File: config.mk
export PLATFORM = sky130hd
export DESIGN_NAME = bit_serializer
export DESIGN_NICKNAME = d
export VERILOG_FILES = /design/src/rtl/bit_serializer.sv
export SDC_FILE = /design/constraint.sdc
export NUM_CORES = 1
export LEC_CHECK = 0
export ABC_AREA = 1
export BUFFER_PORTS_ARGS = -buffer_cell sky130_fd_sc_hd__buf_4
export CAP_MARGIN = 10
export CORE_MARGIN = 1
export CORE_UTILIZATION = 35
export DETAILED_ROUTE_END_ITERATION = 16
export GPL_TIMING_DRIVEN = 0
export PLACE_DENSITY = 0.66
export SETUP_SLACK_MARGIN = 0.15
export SLEW_MARGIN = 15
export SYNTH_ARGS = -nofsm -noshare
export SYNTH_HDL_FRONTEND = slang
export SYNTH_SLANG_ARGS = --single-unit
File: constraint.sdc
create_clock -name clk -period 1.7 [get_ports clk]
set_input_delay 0.255 -clock clk [delete_from_list [all_inputs] [get_ports clk]]
set_output_delay 0.255 -clock clk [all_outputs]
set_load 0.02 [all_outputs]
File: src/rtl/bit_serializer.sv
// Word-to-bit serializer feeding the sequence detector: valid/ready word input, one bit per clock on x.
// Optional macro SER_DOUBLE_BUF_EN adds a one-entry holding register so that back-to-back words stream with no gap.
module bit_serializer #(
   parameter int WIDTH     = 8,
   parameter bit MSB_FIRST = 1'b1,
   parameter bit IDLE_BIT  = 1'b0
) (
   input  logic             clk,
   input  logic             rst,
   input  logic [WIDTH-1:0] in_data,
   input  logic             in_valid,
   output logic             in_ready,
   input  logic             abort,
   output logic             x,
   output logic             x_valid,
   output logic             word_done,
   output logic             busy
);

   localparam int CNT_W = $clog2(WIDTH + 1);

   if (WIDTH < 2) begin : g_width_check
      $error("bit_serializer: WIDTH must be at least 2");
   end

   typedef enum logic {
      IDLE  = 1'b0,
      SHIFT = 1'b1
   } state_t;

   state_t             state_q, state_d;
   logic [CNT_W-1:0]   cnt_q, cnt_d;
   logic [WIDTH-1:0]   sr_q, sr_d;
   logic               x_q, x_d;
   logic               x_valid_q, x_valid_d;
   logic               word_done_q, word_done_d;
   logic               busy_q, busy_d;
`ifdef SER_DOUBLE_BUF_EN
   logic [WIDTH-1:0]   hold_q, hold_d;
   logic               hold_full_q, hold_full_d;
`endif

   logic               accept;
   logic               load;
   logic [WIDTH-1:0]   load_word;

   // sr always holds the bits not yet placed on x, so the next bit is at the send end.
   function automatic logic send_bit(input logic [WIDTH-1:0] w);
      return MSB_FIRST ? w[WIDTH-1] : w[0];
   endfunction

   function automatic logic [WIDTH-1:0] drop_bit(input logic [WIDTH-1:0] w);
      return MSB_FIRST ? (w << 1) : (w >> 1);
   endfunction

`ifdef SER_DOUBLE_BUF_EN
   assign in_ready = !hold_full_q && !abort;
`else
   assign in_ready = (state_q == IDLE) && !abort;
`endif

   assign accept = in_valid && in_ready;

   always_comb begin
      state_d     = state_q;
      cnt_d       = cnt_q;
      sr_d        = sr_q;
      load        = 1'b0;
      load_word   = '0;
`ifdef SER_DOUBLE_BUF_EN
      hold_d      = hold_q;
      hold_full_d = hold_full_q;
`endif

      if (abort) begin
         state_d     = IDLE;
         cnt_d       = '0;
         sr_d        = '0;
`ifdef SER_DOUBLE_BUF_EN
         hold_d      = '0;
         hold_full_d = 1'b0;
`endif
      end else begin
         case (state_q)
            IDLE: begin
               if (accept) begin
                  load      = 1'b1;
                  load_word = in_data;
               end
            end
            SHIFT: begin
               if (cnt_q > CNT_W'(1)) begin
                  cnt_d = cnt_q - CNT_W'(1);
                  sr_d  = drop_bit(sr_q);
`ifdef SER_DOUBLE_BUF_EN
                  if (accept) begin
                     hold_d      = in_data;
                     hold_full_d = 1'b1;
                  end
`endif
               end else begin
`ifdef SER_DOUBLE_BUF_EN
                  // Last bit: chain the held word (or one arriving now) with no gap.
                  if (hold_full_q) begin
                     load        = 1'b1;
                     load_word   = hold_q;
                     hold_d      = accept ? in_data : '0;
                     hold_full_d = accept;
                  end else if (accept) begin
                     load      = 1'b1;
                     load_word = in_data;
                  end else begin
                     state_d = IDLE;
                     cnt_d   = '0;
                     sr_d    = '0;
                  end
`else
                  state_d = IDLE;
                  cnt_d   = '0;
                  sr_d    = '0;
`endif
               end
            end
            default: begin
               state_d = IDLE;
               cnt_d   = '0;
               sr_d    = '0;
            end
         endcase
      end

      if (load) begin
         state_d = SHIFT;
         cnt_d   = CNT_W'(WIDTH);
         sr_d    = drop_bit(load_word);
      end

      x_valid_d   = (state_d == SHIFT);
      busy_d      = (state_d == SHIFT);
      word_done_d = (state_d == SHIFT) && (cnt_d == CNT_W'(1));
      if (state_d != SHIFT) begin
         x_d = IDLE_BIT;
      end else if (load) begin
         x_d = send_bit(load_word);
      end else begin
         x_d = send_bit(sr_q);
      end
   end

   always_ff @(posedge clk or negedge rst) begin
      if (!rst) begin
         state_q     <= IDLE;
         cnt_q       <= '0;
         sr_q        <= '0;
         x_q         <= IDLE_BIT;
         x_valid_q   <= 1'b0;
         word_done_q <= 1'b0;
         busy_q      <= 1'b0;
`ifdef SER_DOUBLE_BUF_EN
         hold_q      <= '0;
         hold_full_q <= 1'b0;
`endif
      end else begin
         state_q     <= state_d;
         cnt_q       <= cnt_d;
         sr_q        <= sr_d;
         x_q         <= x_d;
         x_valid_q   <= x_valid_d;
         word_done_q <= word_done_d;
         busy_q      <= busy_d;
`ifdef SER_DOUBLE_BUF_EN
         hold_q      <= hold_d;
         hold_full_q <= hold_full_d;
`endif
      end
   end

   assign x         = x_q;
   assign x_valid   = x_valid_q;
   assign word_done = word_done_q;
   assign busy      = busy_q;

endmodule

Yosys cells after proc, flatten, opt, wreduce, memory -nomap -nowiden

Index checks and enable logic that the tools add are counted.

Register bits: 15
Input port bits: 12

Equality and inequality tests: 1
Reduce and logical (&&, ||, !) cells: 5
Bitwise operators: 1
$add $sub $neg: 1
Multiplexer cells: 20
$lt $le $gt $ge: 1

Operators by type and width:

| operator              | count |
|---|---|
| $mux W8               | 7 |
| $mux W4               | 4 |
| $mux W1               | 9 |
| $eq A4 B1 Y1 const B  | 1 |
| $gt A4 B1 Y1 const B  | 1 |
| $sub A4 B1 Y4 const B | 1 |
| $logic_and A1 B1 Y1   | 3 |
| $reduce_bool A3 Y1    | 1 |
| $logic_not A1 Y1      | 1 |
| $not A1 Y1            | 1 |

Depth between registers and ports, before layout

Word-level depth: 9
Gate-level depth with buffers: 10

Least setup slack after synthesis

Ideal clock, no wire load.

Path kind: reg2reg
Start: reg, netlist name busy
End: reg sr_q[2]
Period minus slack after synthesis: 1,296 ps
Arrival: 1,172 ps
Required time: 1,576 ps
Buffers on the path: 1
Stages on the path, launching flop included: 6
Slack: 404 ps
Cell sequence: dfrtp_1 buf_6 nor2_4 nand2_1 nor2_1 a21oi_1

RTL lines:

| element                | RTL line | RTL |
|---|---|---|
| end signal: assignment | 166      | `sr_q <= sr_d;` |
| end: declaration       | 33       | `logic [WIDTH-1:0] sr_q, sr_d;` |

==> results.ini <==
[final_layout]
diodes = 0
fill_cells = 209
multi_input_comb_area_um2 = 337
final_area_um2 = 967
area_growth_pct = 26.9
nets = 133
final_cell_mix = 22 x nand2_1, 17 x buf_4, 14 x inv_1, 14 x dfrtp_1, 12 x nor2_1
layout-drive-gt1-share_pct = 23.7
instances_no_fill = 145
final-seq-area_um2 = 350
final_common_cell = nand2_1

[die]
die_w_um = 48.7
io_pins = 17
initial_core_util_pct = 38.1
die_y_um = 48.7
dieArea_um2 = 2370
rows = 16
core-area_um2 = 2000

[setup_path]
worstPathMaxFanout = 10
critPathCaptureType = primary output
r2r-start = cnt_q[0]
cp.arrival_ns = 1.22
worstSetupStartpointType = flop
critical_path_buf_inv_count = 2
ff2ff_setup_slack_ns = 0.31
path_delay_family = flip-flops
critPathLaunch = busy
slowest_delay_ns = 0.41
r2r-end = word_done
worstSetupPathType = reg2out
cp_cell_sequence = buf_6, nor2_4, buf_4
crit_slowest_cell = dfrtp_1
crit_end = in_ready
r2r_cells = 9
cp.required_ns = 1.44
crit_cells = 3

[clocking]
clock_tree.buffer_depth = 2
cts_sinks = 14
clock_latency_ns = 0.28
tritoncts = yes
cts_buffers = 3
root_buffer = clkbuf_4
clk_pin_slew_worst_paths_ns = 0.09
ctsHtreeMaxLevel = 1

[run_status]
status = complete, no violations

[drt]
drc = 0
drt-total-wl_mm = 1.52
vias_per_cell = 4.56
vias = 661
final_antenna_net_count = 0
firstDrtPassIters = 4
drt-initial-drc-count = 26
wl_per_cell_um = 10.5

[place]
gp_congestion = 0.738
dp_hpwl_mm = 1.18
place_area_um2 = 916
dp.cells = 140
post-place-ws_ns = 0.265
portBuffers = 16

[yosys]
synth_nets = 111
yosysUniqueCellTypes = 17
ys_seq_elements = 14
synthCells = 97
ys_warn_count = 0
syn_avg_cell_area_um2 = 7.86
syn_area_um2 = 762
ys_seq_area_share_pct = 46.0

[global_routing]
antenna_found_initial = 0
grt_remaining_overflow = 0
grt_max_degree = 15
track_usage_pct = 14.1
first_global_vias = 623
grt_pass1_wl_mm = 2.61

[power_and_ir_drop]
power_density_nw_per_um2 = 882
power_w = 0.000853
power.leakage_nw = 0.526
vdd_drop_max_mv = 0.466

[sta]
worst_slew_pin_slew_ns = 0.269
fin_crit_sh_pct = 86.8
grt_setup_unrepaired = true
finalHoldViolCount = 0
period_needed_ns = 1.48
max_slew_margin_pct = 82.0
fin_skew_ns = 0.00952
setup_viol = 0
setup_tns_ns = 0
setup_slack_ns = 0.224
max_clock_freq_ghz = 0.678
maxSlewViolCount = 0

[flow_run]
drv_cap = 0

[worst_hold_path]
hold_class = in2reg

==> Yosys cell counts <==
| cell | number | area [um2] |
|---|---|---|
| nand2_1 | 22 | 82.6 |
| dfrtp_1 | 14 | 350 |
| inv_1 | 14 | 52.6 |
| nor2_1 | 12 | 45.0 |
| nand3_1 | 11 | 55.1 |
| a21oi_1 | 7 | 35.0 |
| o21ai_0 | 6 | 30.0 |
| ha_1 | 2 | 25.0 |
| a21oi_4 | 1 | 16.3 |
| buf_4 | 1 | 7.51 |
| buf_6 | 1 | 11.3 |
| inv_6 | 1 | 8.76 |
| nand3_2 | 1 | 10.0 |
| nand4_1 | 1 | 6.26 |
| nor2_2 | 1 | 6.26 |
| nor2_4 | 1 | 11.3 |
| xor2_1 | 1 | 8.76 |
==> final cells by class <==
| cell class | count | share of cell area, % |
|---|---|---|
| Buffer | 2 | 1.94 |
| Clock buffer | 4 | 3.75 |
| Inverter | 15 | 6.34 |
| Multi-Input combinational cell | 66 | 34.8 |
| Sequential cell | 14 | 36.2 |
| Tap cell | 27 | 3.49 |
| Timing Repair Buffer | 17 | 13.5 |
==> worst min path at each step <==
stage	cells after the start	to	startpoint	slack, ns
final	3	sr_q[1]	in_data[0]	0.18
after global routing	3	sr_q[1]	in_data[0]	0.17
after global placement	1	sr_q[2]	rst	0.11
after detailed placement	1	sr_q[1]	rst	0.11
after floorplan	0	busy	rst	-0.04
after CTS	3	sr_q[1]	in_data[0]	0.18
==> sequential cells by signal (all words and copies together), names as in the netlist <==
signal and flops:
x 1, cnt_q 4, sr_q 7, busy 1, word_done 1
==> routing by layer <==
layer | part of all wire [%] | vias to the layer above | GRT usage [%] | wire (um)
met5 | 0 | - | 0 | 0
met4 | 0.53 | 0 | 4.41 | 8
met3 | 4.3 | 2 | 2.52 | 65
met2 | 48 | 15 | 24.3 | 730
met1 | 47 | 299 | 17.8 | 714
li1 | - | 345 | - | -
==> per-stage QoR <==
step	hold slack [ns]	utilization, %
final	0.175	48.3
after global placement	0.112	45.8
after floorplan	-0.0406	-
after detailed placement	0.114	45.8
after CTS	0.175	48.1
after global routing	0.166	48.3
==> where the power goes <==
part           leakage, nW  internal [W]  switching [W]
combinational        0.320     0.0000886       0.000137
sequential           0.185      0.000366      0.0000217
clock               0.0210      0.000130       0.000111
==> worst reg2reg max path, stage by stage (launching register included) <==
cell	delay, ns
dfrtp_1	0.41
inv_1	0.12
ha_1	0.18
inv_1	0.04
nand2_1	0.10
nand3_2	0.13
nand3_1	0.16
nor2_1	0.06
nand2_1	0.07
nor2_2	0.03
==> cell families after synthesis <==
group	synth area share, %
xor+xnor	1.15
compound gates	10.7
simple gates	28.4
flops	46.0
fa+ha+maj	3.28
buf+inv	10.5
==> repair_timing <==
action,in CTS,in global routing
hold endpoints to repair,14,0
setup endpoints to repair,0,3
resized for setup,0,1
setup buffers,0,0
hold buffers,1,0
Power figures use the tool's default switching activity.
